[config.mk]
export PLATFORM = sky130hd
export DESIGN_NAME = tdm_demux_flat
export DESIGN_NICKNAME = d
export VERILOG_FILES = /design/src/rtl/tdm_demux_pkg.sv /design/src/rtl/tdm_demux_if.sv /design/src/rtl/tdm_slot_counter.sv /design/src/rtl/tdm_demux.sv /design/src/flat_wrapper.sv
export SDC_FILE = /design/constraint.sdc
export NUM_CORES = 1
export LEC_CHECK = 0
export CORE_AREA = 10 10 47 49
export CTS_CLUSTER_SIZE = 8
export DETAILED_ROUTE_END_ITERATION = 7
export DIE_AREA = 0 0 57 59
export GPL_ROUTABILITY_DRIVEN = 0
export PLACE_DENSITY = 0.68
export SLEW_MARGIN = 20
export SYNTH_ARGS = -nofsm -noshare
export SYNTH_HDL_FRONTEND = slang
export SYNTH_SLANG_ARGS = --single-unit
export TNS_END_PERCENT = 100
[constraint.sdc]
create_clock -name clk -period 1.8 [get_ports clk]
set_input_delay 0.36 -clock clk [delete_from_list [all_inputs] [get_ports clk]]
set_output_delay 0.36 -clock clk [all_outputs]
set_load 0.02 [all_outputs]
[src/rtl/tdm_demux_pkg.sv]
// Shared definitions for the TDM link: default channel count and receiver state encoding.
// The mux-side block uses the same TDM_NCH so both ends agree on frame length.
package tdm_demux_pkg;

  localparam int TDM_NCH = 4;

  typedef enum logic {
    TDM_HUNT   = 1'b0,
    TDM_LOCKED = 1'b1
  } tdm_state_e;

endpackage

[src/rtl/tdm_demux_if.sv]
// Link-side and frame-side signals of the TDM receiver.
// The master drives the serial link; the slave presents the parallel frame.
interface tdm_demux_if #(
  parameter int NCH = tdm_demux_pkg::TDM_NCH,
  localparam int SW = $clog2(NCH)
);
  logic           en;
  logic           din;
  logic           frame_sync;
  logic [NCH-1:0] dout;
  logic           frame_valid;
  logic [SW-1:0]  slot;
  logic           locked;
  logic           sync_err;

  modport master (
    output en, din, frame_sync,
    input  dout, frame_valid, slot, locked, sync_err
  );

  modport slave (
    input  en, din, frame_sync,
    output dout, frame_valid, slot, locked, sync_err
  );
endinterface

[src/rtl/tdm_slot_counter.sv]
// Modulo-NCH slot counter with synchronous load-0 (zero) and load-1 (clear).
// zero wins over clear; both win over the increment enable.
module tdm_slot_counter #(
  parameter int NCH = 4,
  localparam int SW = $clog2(NCH)
) (
  input  logic          clk,
  input  logic          rst_n,
  input  logic          en,
  input  logic          clear,
  input  logic          zero,
  output logic [SW-1:0] slot
);
  localparam logic [SW-1:0] LAST = SW'(NCH - 1);

  always_ff @(posedge clk or negedge rst_n) begin
    if (!rst_n) begin
      slot <= '0;
    end else if (zero) begin
      slot <= '0;
    end else if (clear) begin
      slot <= SW'(1);
    end else if (en) begin
      slot <= (slot == LAST) ? '0 : slot + SW'(1);
    end
  end
endmodule

[src/rtl/tdm_demux.sv]
// TDM link receiver: locks to the slot-0 marker, deserialises NCH slots into a parallel frame.
//   state  | meaning
//   HUNT   | waiting for frame_sync; din ignored
//   LOCKED | sampling one slot per enabled cycle, checking the marker at slot 0
module tdm_demux
  import tdm_demux_pkg::*;
#(
  parameter int NCH = TDM_NCH,
  localparam int SW = $clog2(NCH)
) (
  input logic        clk,
  input logic        rst_n,
  tdm_demux_if.slave bus
);
  localparam logic [SW-1:0] LAST = SW'(NCH - 1);

  tdm_state_e     state_q, state_d;
  logic [SW-1:0]  slot;
  logic [NCH-2:0] shadow_q;
  logic [NCH-1:0] dout_q;
  logic           frame_valid_q, sync_err_q;
  logic           inc, clr, zro, sh_we, load_dout, err;
  logic [SW-1:0]  sh_idx;

  tdm_slot_counter #(.NCH(NCH)) u_slot (
    .clk   (clk),
    .rst_n (rst_n),
    .en    (inc),
    .clear (clr),
    .zero  (zro),
    .slot  (slot)
  );

  always_ff @(posedge clk or negedge rst_n) begin
    if (!rst_n) state_q <= TDM_HUNT;
    else        state_q <= state_d;
  end

  always_comb begin
    state_d   = state_q;
    inc       = 1'b0;
    clr       = 1'b0;
    zro       = 1'b0;
    sh_we     = 1'b0;
    sh_idx    = slot;
    load_dout = 1'b0;
    err       = 1'b0;
    if (bus.en) begin
      case (state_q)
        TDM_HUNT: begin
          if (bus.frame_sync) begin
            sh_we   = 1'b1;
            sh_idx  = '0;
            clr     = 1'b1;
            state_d = TDM_LOCKED;
          end
        end
        TDM_LOCKED: begin
          if (bus.frame_sync) begin
            // An early marker restarts the frame at slot 0; the partial frame is simply overwritten.
            sh_we  = 1'b1;
            sh_idx = '0;
            clr    = 1'b1;
            err    = (slot != '0);
          end else if (slot == '0) begin
            err     = 1'b1;
            zro     = 1'b1;
            state_d = TDM_HUNT;
          end else if (slot == LAST) begin
            load_dout = 1'b1;
            zro       = 1'b1;
          end else begin
            sh_we = 1'b1;
            inc   = 1'b1;
          end
        end
        default: state_d = TDM_HUNT;
      endcase
    end
  end

  always_ff @(posedge clk or negedge rst_n) begin
    if (!rst_n) begin
      shadow_q      <= '0;
      dout_q        <= '0;
      frame_valid_q <= 1'b0;
      sync_err_q    <= 1'b0;
    end else begin
      frame_valid_q <= load_dout;
      sync_err_q    <= err;
      for (int i = 0; i < NCH - 1; i++) begin
        if (sh_we && sh_idx == SW'(i)) shadow_q[i] <= bus.din;
      end
      if (load_dout) dout_q <= {bus.din, shadow_q};
    end
  end

  assign bus.dout        = dout_q;
  assign bus.frame_valid = frame_valid_q;
  assign bus.slot        = slot;
  assign bus.locked      = (state_q == TDM_LOCKED);
  assign bus.sync_err    = sync_err_q;
endmodule

[src/flat_wrapper.sv]
// flat-port wrapper written by rule: the top's interface ports become plain ports
module tdm_demux_flat import tdm_demux_pkg::*;
#(
  parameter int NCH = TDM_NCH,
  localparam int SW = $clog2(NCH)
)
  (clk, rst_n, bus_en, bus_din, bus_frame_sync, bus_dout, bus_frame_valid, bus_slot, bus_locked, bus_sync_err);
  tdm_demux_if #(.NCH(NCH)) bus_i ();
  input logic clk;
  input logic rst_n;
  input wire logic [$bits(bus_i.en)-1:0] bus_en;
  input wire logic [$bits(bus_i.din)-1:0] bus_din;
  input wire logic [$bits(bus_i.frame_sync)-1:0] bus_frame_sync;
  output wire logic [$bits(bus_i.dout)-1:0] bus_dout;
  output wire logic [$bits(bus_i.frame_valid)-1:0] bus_frame_valid;
  output wire logic [$bits(bus_i.slot)-1:0] bus_slot;
  output wire logic [$bits(bus_i.locked)-1:0] bus_locked;
  output wire logic [$bits(bus_i.sync_err)-1:0] bus_sync_err;
  assign bus_i.en = bus_en;
  assign bus_i.din = bus_din;
  assign bus_i.frame_sync = bus_frame_sync;
  assign bus_dout = bus_i.dout;
  assign bus_frame_valid = bus_i.frame_valid;
  assign bus_slot = bus_i.slot;
  assign bus_locked = bus_i.locked;
  assign bus_sync_err = bus_i.sync_err;
  tdm_demux #(.NCH(NCH)) u_core (.clk(clk), .rst_n(rst_n), .bus(bus_i));
endmodule
==> summary.md, run 1 <==
| Metric | Value |
|---|---|
| Die W | `approximately 57 um` |
| Fin util | `0.534` |
| Top-count cell post-synth | `dfrtp_1` |
| Area contributors post-synth | `dfrtp_1 56%, mux2_2 8.4%, ha_1 7.0%` |
| DP Wirelength | `~840 um` |
| # hold bufs at CTS | `0` |
| # DRC | `0` |
| Fillers | `about 140` |
| Crit path capture type | `output pin` |
| Worst vdd ir | `approximately 0.89 mV` |
| # clock sinks | `12` |
| CP max FO | `5` |
| Cell at the slowest stage of the critical path | `clkdlybuf4s50_1` |
| Clk_skew | `between 0.006 and 0.007 ns` |
| Share of cells above drive strength 1 | `0.250` |
| Yosys reg bits | `12` |
| Synth Instances | `42` |
| Rel. slew slack | `0.641` |
| Synth top area share | `0.558` |
| Ys flop type | `dfrtp_1` |
| Total grt overflow | `0` |
| Via density | `between 5 and 6` |
| Initial Utilization | `0.384` |
| Layout area overhead | `39.1%` |
| Synth cell count leaders | `12 x dfrtp_1, 4 x inv_1, 4 x mux2_2` |
| Worst r2r src | `u_core.u_slot.slot[1]` |
| Min-delay worst type | `in2async` |
| Vias in the first global route | `approximately 430` |
| Antenna diode count | `0` |
| Fmax | `592 MHz` |
| Sw frac | `0.370` |
| Status | `finished clean` |
| PortBufs | `13` |
| Family with the most delay on the worst path | `buffers and inverters` |
| Final Non-Filler Cells | `76` |
| GRT Overall Usage | `0.0714` |
| CP Buf/Inv Count | `1` |
| Switch Pwr | `between 400 and 500 uW` |
| R2r setup slk | `about 0.14 ns` |
| Clock Tree Root | `clkbuf_4` |
| Power per cell area | `around 1600 nW/um^2` |
| Post-synth EDFFs | `0` |
| Drt first pass iters | `4` |
| Finish-stage setup viols | `0` |
| Fin. Hold Viols | `0` |
| Asr flop ratio synth | `1.00` |
| Worst-path clk slew | `about 0.080 ns` |
| Total Wirelength | `about 1.2 mm` |
| Cells after DPL | `72` |
| Initial drt markers | `9` |
| Synth cell types | `18` |
| Io pins | `14` |
| Clock Power Share | `0.181` |
| Nets | `just under 70` |
| Yosys top cell by area | `dfrtp_1` |
| Clock latency on the worst-skew pair | `between 0.2 and 0.3 ns` |
| ANT nets after route | `0` |
| Min Tclk post-route | `approximately 1.7 ns` |
| Synthesized area | `~540 um^2` |
| Unrepaired setup endpoints after global routing | `no` |
| # Post-CTS Setup Buffers | `0` |
| Syn Nets | `50` |
| DR WL/cell | `15.2 um` |
| Yosys warns | `0` |
| Internal power | `760 uW` |
| Post-CTS sizing | `1` |
| Slew Viols, Final | `0` |
| Largest net degree at the start of global routing | `13` |
| Worst Tran Pin Value | `around 0.54 ns` |
| LEAKAGE | `approximately 0.00035 uW` |
| CORE AREA | `1400 um^2` |
| Row cnt | `14` |
| Global-route wire length before repair | `between 1.5 and 2 mm` |
| H-tree levels | `1` |
| TritonCTS clock tree | `yes` |
| CP arrival | `1.33 ns` |
| Die area | `around 3400 um^2` |
| Crit path cell chain | `clkdlybuf4s50_1` |
| Logic depth of the worst register-to-register path | `5` |
| Register area share after synthesis | `0.558` |
| Critical path class | `reg2out` |
| Sequential share of power | `0.381` |
| Post-synthesis area per instance | `between 10 and 15 um^2` |
| CP startpoint kind | `register` |
| Logic pwr share | `0.439` |
| CP peak stage delay | `0.63 ns` |
| Initial antenna violation count | `0` |
| Routed vias | `about 390` |
| Max Cap Viol | `0` |
| Tcrit/Tclk final | `0.939` |
| Die Y | `a little under 60 um` |
| Crit path depth | `1` |
| Reg2reg end | `u_core.shadow_q[2]` |
| WP data required | `between 1 and 1.5 ns` |
| Total CTS buffers | `3` |
| CTS max path bufs | `2` |
==> per-stage QoR <==
step / hold WS [ns] / cell area (um^2) / TNS (ns) / power (uW) / worst slack [ns]
after floorplan: 0.0644 / 538 / 0 / 746 / 0.100
after global placement: 0.471 / 698 / 0 / 987 / 0.000265
after detailed placement: 0.482 / 698 / -0.0812 / 995 / -0.0428
after CTS: 0.443 / 733 / 0 / 1210 / 0.0516
after global routing: 0.472 / 748 / 0 / 1300 / 0.000626
final: 0.424 / 748 / 0 / 1210 / 0.110
==> layout by cell type, fill, tap and decap left out <==
master           instances
ha_1                     3
o31ai_2                  1
mux2_2                   4
dlygate4sd2_1            1
nand3_2                  1
dfrtp_2                  1
inv_1                    4
clkdlybuf4s50_1         11
nand2_1                  3
nand4_1                  1
o2bb2ai_1                1
nor4b_2                  1
dlymetal6s2s_1           1
o21ai_0                  1
nor2_1                   1
dfrtp_1                 11
clkbuf_4                 3
a22o_1                   1
buf_4                    2
nor4_2                   1
a21oi_1                  1
clkbuf_8                 1
a31oi_1                  1
mux2_1                   3
o31ai_1                  1
==> worst max-delay path by stage <==
| stage | start | to | slack [ns] |
|---|---|---|---|
| after floorplan | u_core.u_slot.slot[0] | u_core.shadow_q[2] | 0.10 |
| after global placement | bus_en | u_core.shadow_q[0] | 0.0003 |
| after detailed placement | bus_en | u_core.shadow_q[0] | -0.04 |
| after CTS | u_core.u_slot.slot[0] | bus_slot[0] | 0.05 |
| after global routing | u_core.u_slot.slot[1] | u_core.shadow_q[2] | 0.0006 |
| final | u_core.u_slot.slot[1] | bus_slot[1] | 0.11 |
==> per-layer routing <==
metal  global-route usage  routed length (um)
met4               0.0503                  31
met5                    0                   0
met1               0.0727                 486
met3               0.0429                 120
met2                0.107                 517
==> kinds of logic after synthesis <==
logic type	after synthesis	share of synthesized area
flip-flops	12	0.558
AND/OR/NAND/NOR	8	0.0977
AO/OA/AOI/OAI	7	0.0907
multiplexers	7	0.147
buffers and inverters	5	0.0372
adder cells (fa/ha/maj)	3	0.0698
==> final cells by class <==
| cell class | count | area (um^2) | area share |
|---|---|---|---|
| Clock buffer | 4 | 36.3 | 0.0485 |
| Multi-Input combinational cell | 25 | 229 | 0.306 |
| Inverter | 4 | 15.0 | 0.0201 |
| Tap cell | 16 | 20.0 | 0.0268 |
| Sequential cell | 12 | 302 | 0.403 |
| Timing Repair Buffer | 15 | 146 | 0.196 |
==> power groups by stage <==
stage / Sequential, uW / Combinational, uW / Clock, uW
after detailed placement: 460 / 535 / 0
after floorplan: 553 / 193 / 0
after CTS: 456 / 528 / 223
final: 459 / 529 / 218
after global placement: 456 / 531 / 0
after global routing: 479 / 580 / 239
==> registers in the layout, summed over array words and instances (netlist names) <==
| signal | count |
|---|---|
| u_core.bus.sync_err | 1 |
| u_core.bus.frame_valid | 1 |
| u_core.shadow_q | 3 |
| u_core.bus.dout | 4 |
| u_core.u_slot.slot | 2 |
| u_core.bus.locked | 1 |
Note: power is estimated with default switching activity, not from simulation.
==> run 2, diff against run 1 <==
Clock period 1.8 ns to 1.95 ns, I/O delays scaled along.
==> run 2 against run 1 <==
  * Register-to-register slack better by 0.08 ns
  * Via count down 1.6%
  * Count of clock-buffer cells in the layout unchanged
  * Routed wire length shrank 8.5%
  * Critical path type unchanged
  * Clock power down 10%
  * Sequential cell count is the same
  * First-iteration DRC count decreased by 22%
  * Critical path depth unchanged
  * Die area did not move
  * Non-clock buffer count fell by 1
==> summary.md, run 2 (synthesis results as in run 1) <==
| Metric | Value |
|---|---|
| Io pins | `14 (unchanged)` |
| Worst vdd ir | `0.705 mV (-21%)` |
| Placed Area | `691 um^2 (-1.1%)` |
| Most frequent cells in the layout | `13 x clkdlybuf4s50_1, 12 x dfrtp_1, 4 x inv_1, 4 x mux2_2` |
| Via density | `5.08 (-0.24%)` |
| CTS max path bufs | `2 (unchanged)` |
| # DRC | `0 (unchanged)` |
| Power per cell area | `1490 nW/um^2 (-7.4%)` |
| Max reg flops | `4 (unchanged)` |
| LEAKAGE | `0.000338 uW (-4.0%)` |
| Vias in the first global route | `424 (-0.70%)` |
| Clk_skew | `0.00176 ns (-0.00452 ns)` |
| Routed vias | `381 (-1.6%)` |
| Die area | `3360 um^2 (unchanged)` |
| ANT nets after route | `0 (unchanged)` |
| Fin. Hold Viols | `0 (unchanged)` |
| Setup TNS | `0 ns (unchanged)` |
| Unrepaired setup endpoints after global routing | `no` |
| Global-route wire length before repair | `1.80 mm (-1.5%)` |
| CORE AREA | `1400 um^2 (unchanged)` |
| Total grt overflow | `0 (unchanged)` |
| Post-CTS sizing | `0 (-1)` |
| Nets | `68 (-1.4%)` |
| Rel. slew slack | `0.653 (+0.0120)` |
| WP data required | `1.56 ns (+0.12 ns)` |
| Clock latency on the worst-skew pair | `0.27 ns (about the same)` |
| Initial Utilization | `0.384 (unchanged)` |
| Antenna diode count | `0 (unchanged)` |
| Min Tclk post-route | `1.79 ns` |
| Tcrit/Tclk final | `0.919` |
| Clock Tree Root | `clkbuf_4` |
| Initial antenna violation count | `0 (unchanged)` |
| CP max FO | `7 (+2)` |
| TritonCTS clock tree | `yes` |
| Final instance area | `727 um^2 (-2.8%)` |
| DR WL/cell | `14.1 um (-7.3%)` |
| Initial drt markers | `7 (-2)` |
| # hold bufs at CTS | `0 (unchanged)` |
| Crit path capture type | `output pin` |
| Crit path cell chain | `clkdlybuf4s50_1` |
| CP startpoint kind | `register` |
| GRT Overall Usage | `0.0674 (-0.00394)` |
| Die Y | `59 um (unchanged)` |
| Layout area overhead | `35.1%` |
| CP arrival | `1.40 ns (+0.07 ns)` |
| Fmax | `between 500 and 600 MHz` |
| # Post-CTS Setup Buffers | `0 (unchanged)` |
| H-tree levels | `1 (unchanged)` |
| Max Cap Viol | `0 (unchanged)` |
| Worst-path clk slew | `0.07 ns (about the same)` |
| Min-delay worst type | `in2async` |
| Commonest non-fill, non-tap cell in the layout | `clkdlybuf4s50_1` |
| Status | `finished clean` |
| # clock sinks | `12 (unchanged)` |
| Row cnt | `14 (unchanged)` |
| DP Wirelength | `819 um (-2.5%)` |
| Total CTS buffers | `3 (unchanged)` |
| CP Buf/Inv Count | `1 (unchanged)` |
| Cell at the slowest stage of the critical path | `clkdlybuf4s50_1` |
| Family with the most delay on the worst path | `buffers and inverters` |
| Share of cells above drive strength 1 | `0.186 (-0.0636)` |
| PortBufs | `13 (unchanged)` |
| Drt first pass iters | `3 (-1)` |
| Die W | `57 um (unchanged)` |
| Slew Viols, Final | `0 (unchanged)` |
| Critical path class | `reg2out` |
| Total Wirelength | `1.06 mm (-8.5%)` |
| CP peak stage delay | `0.66 ns (+0.03 ns)` |
| Largest net degree at the start of global routing | `13 (unchanged)` |
| Worst Tran Pin Value | `0.519 ns (-0.0179 ns)` |
| Finish-stage setup viols | `0 (unchanged)` |
-- run 2: cell types whose count changed in the layout (fill, tap and decap cells not counted), sizes merged --
cell           change
buf                -1
clkdlybuf4s50      +2
dlygate4sd2        -1
dlymetal6s2s       -1
-- run 2: final timing paths --
check / start / to / slack (ns) / cells past startpoint
setup / recovery: u_core.u_slot.slot[0] / bus_slot[0] / 0.16 / 1
hold / removal: rst_n / u_core.bus.dout[3] / 0.46 / 1
setup reg to reg: u_core.u_slot.slot[0] / u_core.shadow_q[0] / 0.22 / 5
hold reg to reg: u_core.shadow_q[2] / u_core.shadow_q[2] / 0.49 / 1
max in group asynchronous: rst_n / u_core.bus.frame_valid / 1.15 / 1
min in group clk: u_core.shadow_q[2] / u_core.shadow_q[2] / 0.49 / 1
-- run 2: metrics by stage --
stage	total power [uW]	cells	setup slack (ns)	hold WS, ns	util
after floorplan	689	42	0.250	0.0944	-
after global placement	892	71	0.0966	0.470	0.493
after detailed placement	901	71	0.0809	0.481	0.493
after CTS	1100	75	0.146	0.479	0.519
after global routing	1160	75	0.0766	0.513	0.519
final	1090	75	0.158	0.457	0.519
-- run 2: report_power, final --
group | internal, uW | switching [uW] | total [uW]
Sequential | 348 | 83.2 | 432
Combinational | 231 | 228 | 458
Clock | 114 | 82.4 | 196
-- run 2: area by class of cell --
class                   count  area, um^2
inverters                   4        15.0
clock buffers               4        36.3
repair buffers             14         138
fillers                   142         674
well taps                  16        20.0
multi-input cells          25         218
flip-flops and latches     12         300
-- run 2: routing by layer --
| layer | wire, um | vias to the layer above | global-route usage |
|---|---|---|---|
| met5 | 0 | - | 0 |
| met4 | 14 | 0 | 0.0302 |
| met3 | 142 | 2 | 0.0494 |
| met2 | 462 | 13 | 0.107 |
| met1 | 438 | 179 | 0.0653 |
| li1 | - | 187 | - |
==> run 3, diff against run 2 <==
Settings changed: CORE_AREA 10 10 47 49 to 2 2 39 41, DIE_AREA 0 0 57 59 to 0 0 41 43.
==> run 3 against run 2 <==
  * Non-clock buffer count unchanged
  * Largest cell class unchanged
  * Combinational power about the same
  * Routed wire length down 11%
  * Largest power group unchanged
  * Critical path type unchanged
  * Critical endpoint unchanged
  * Core utilization up 0.66 points
  * Sequential power about the same
  * Count of clock-buffer cells in the layout unchanged
  * First-iteration DRC count down 71%
  * Power down 0.37%
==> summary.md, run 3 (synthesis results as in run 1) <==
| Metric | Value |
|---|---|
| Sequential share of power | `0.398 (about the same)` |
| Most used routing layer in global routing | `met1` |
| Met1 Resource Use GR | `0.180 (+0.114)` |
| Crit path cell chain | `clkdlybuf4s50_1` |
| Family with the most delay on the worst path | `buffers and inverters` |
| Rel. slew slack | `0.654 (+0.000928)` |
| Drt first pass iters | `2 (-1)` |
| Vias in the first global route | `334 (-21%)` |
| CP peak stage delay | `0.65 ns (about the same)` |
| Most frequent cells in the layout | `13 x clkdlybuf4s50_1, 12 x dfrtp_1, 4 x inv_1, 4 x mux2_2` |
| Final instance area | `727 um^2 (unchanged)` |
| CP startpoint kind | `register` |
| PortBufs | `13 (unchanged)` |
| Internal power | `694 uW (+0.27%)` |
| Die area | `1760 um^2 (-48%)` |
| DP Wirelength | `721 um (-12%)` |
| Clock latency on the worst-skew pair | `0.27 ns (about the same)` |
| CP Buf/Inv Count | `1 (unchanged)` |
| Worst-path clk slew | `0.07 ns (about the same)` |
| CP arrival | `1.41 ns (about the same)` |
| Unrepaired setup endpoints after global routing | `no` |
| CP max FO | `7 (unchanged)` |
| Max Cap Viol | `0 (unchanged)` |
| TritonCTS clock tree | `yes` |
| H-tree levels | `1 (unchanged)` |
| CORE AREA | `1380 um^2 (-1.2%)` |
| Die W | `41 um (-28%)` |
| Total Wirelength | `942 um (-11%)` |
| Worst Tran Pin Value | `0.518 ns (-0.00139 ns)` |
| Commonest non-fill, non-tap cell in the layout | `clkdlybuf4s50_1` |
| Clk_skew | `0.000187 ns (-0.00158 ns)` |
| Worst vdd ir | `0.786 mV (+11%)` |
| Post-CTS sizing | `0 (unchanged)` |
| Total CTS buffers | `3 (unchanged)` |
| Layout area overhead | `35.1% (unchanged)` |
| # hold bufs at CTS | `0 (unchanged)` |
| Switch Pwr | `387 uW (-1.5%)` |
| Placed Area | `691 um^2 (unchanged)` |
| # DRC | `0 (unchanged)` |
| Clock Power Share | `0.178 (-0.002)` |
| Logic depth of the worst register-to-register path | `5 (unchanged)` |
| Status | `finished clean` |
| Fin util | `0.525 (+0.00657)` |
| Power per cell area | `1490 nW/um^2 (-0.37%)` |
| Global Route met2 Usage | `0.175 (+0.0680)` |
| R2r setup slk | `0.23 ns (about the same)` |
| LEAKAGE | `0.000338 uW (unchanged)` |
| Io pins | `14 (unchanged)` |
| Initial drt markers | `2 (-5)` |
| Nets | `68 (unchanged)` |
| Via density | `4.92 (-3.1%)` |
| # Post-CTS Setup Buffers | `0 (unchanged)` |
| Die Y | `43 um (-27%)` |
| DR WL/cell | `12.6 um (-11%)` |
| Row cnt | `14 (unchanged)` |
| Min Tclk post-route | `1.80 ns (+0.00462 ns)` |
| Cell at the slowest stage of the critical path | `clkdlybuf4s50_1` |
| GRT Overall Usage | `0.133 (+0.0652)` |
| Logic pwr share | `0.424 (+0.002)` |
| Crit path capture type | `output pin` |
| Final Non-Filler Cells | `75 (unchanged)` |
| Total grt overflow | `0 (unchanged)` |
| Reg2reg end | `u_core.shadow_q[1]` |
| Min-delay worst type | `in2async` |
| Max reg flops | `4 (unchanged)` |
| Global-route wire length before repair | `1.52 mm (-16%)` |
| Slew Viols, Final | `0 (unchanged)` |
| Initial antenna violation count | `0 (unchanged)` |
| Setup TNS | `0 ns (unchanged)` |
| Largest net degree at the start of global routing | `13 (unchanged)` |
| Finish-stage setup viols | `0 (unchanged)` |
| # clock sinks | `12 (unchanged)` |
| Worst r2r src | `u_core.u_slot.slot[0]` |
| Routed vias | `369 (-3.1%)` |
| Hold WS | `0.462 ns (+0.00548 ns)` |
| Antenna diode count | `0 (unchanged)` |
| Fin. Hold Viols | `0 (unchanged)` |
| Share of cells above drive strength 1 | `0.186 (unchanged)` |
| Initial Utilization | `0.389 (+0.00486)` |
| Fmax | `557 MHz (-0.26%)` |
| Sw frac | `0.358 (-0.00405)` |
| Critical path class | `reg2out` |
| Cells after DPL | `71 (unchanged)` |
| WP data required | `1.56 ns (about the same)` |
| Met3 usage | `0.0314 (-0.0179)` |
| Clock Tree Root | `clkbuf_4` |
| ANT nets after route | `0 (unchanged)` |
| Tcrit/Tclk final | `0.921 (+0.00237)` |
| CTS max path bufs | `2 (unchanged)` |
-- run 3: area by class of cell --
| cell class | count | area (um^2) |
|---|---|---|
| fill | 140 | 657 |
| sequential | 12 | 300 |
| multi-input combinational | 25 | 218 |
| timing repair buffer | 14 | 138 |
| clock buffer | 4 | 36.3 |
| tap | 16 | 20.0 |
| inverter | 4 | 15.0 |
-- run 3: worst max path at each step --
stage	startpoint	to	slack [ns]	cells after the start
final	u_core.u_slot.slot[0]	bus_slot[0]	0.15	1
after global routing	u_core.u_slot.slot[0]	u_core.shadow_q[1]	0.07	5
after CTS	u_core.bus.locked	bus_locked	0.13	1
after detailed placement	bus_en	u_core.shadow_q[1]	0.09	4
after global placement	bus_en	u_core.shadow_q[2]	0.11	4
after floorplan	u_core.u_slot.slot[0]	u_core.shadow_q[2]	0.25	5
-- run 3: metal layers --
layer  wire (um)  share of wire
met1         436           0.46
met2         439           0.47
met3          66          0.070
met4           0              0
met5           0              0
-- run 3: metrics by stage --
step	setup slack (ns)	power (uW)
global route	0.0731	1160
finish	0.154	1080
floorplan	0.250	689
detailed placement	0.0896	900
CTS	0.135	1100
global placement	0.112	886
-- run 3: power groups by stage --
stage                     sequential, uW  clock [uW]  combinational (uW)
after floorplan                      510           0                 179
after global routing                 446         208                 504
after global placement               434           0                 451
after CTS                            432         200                 465
after detailed placement             437           0                 463
final                                431         192                 458
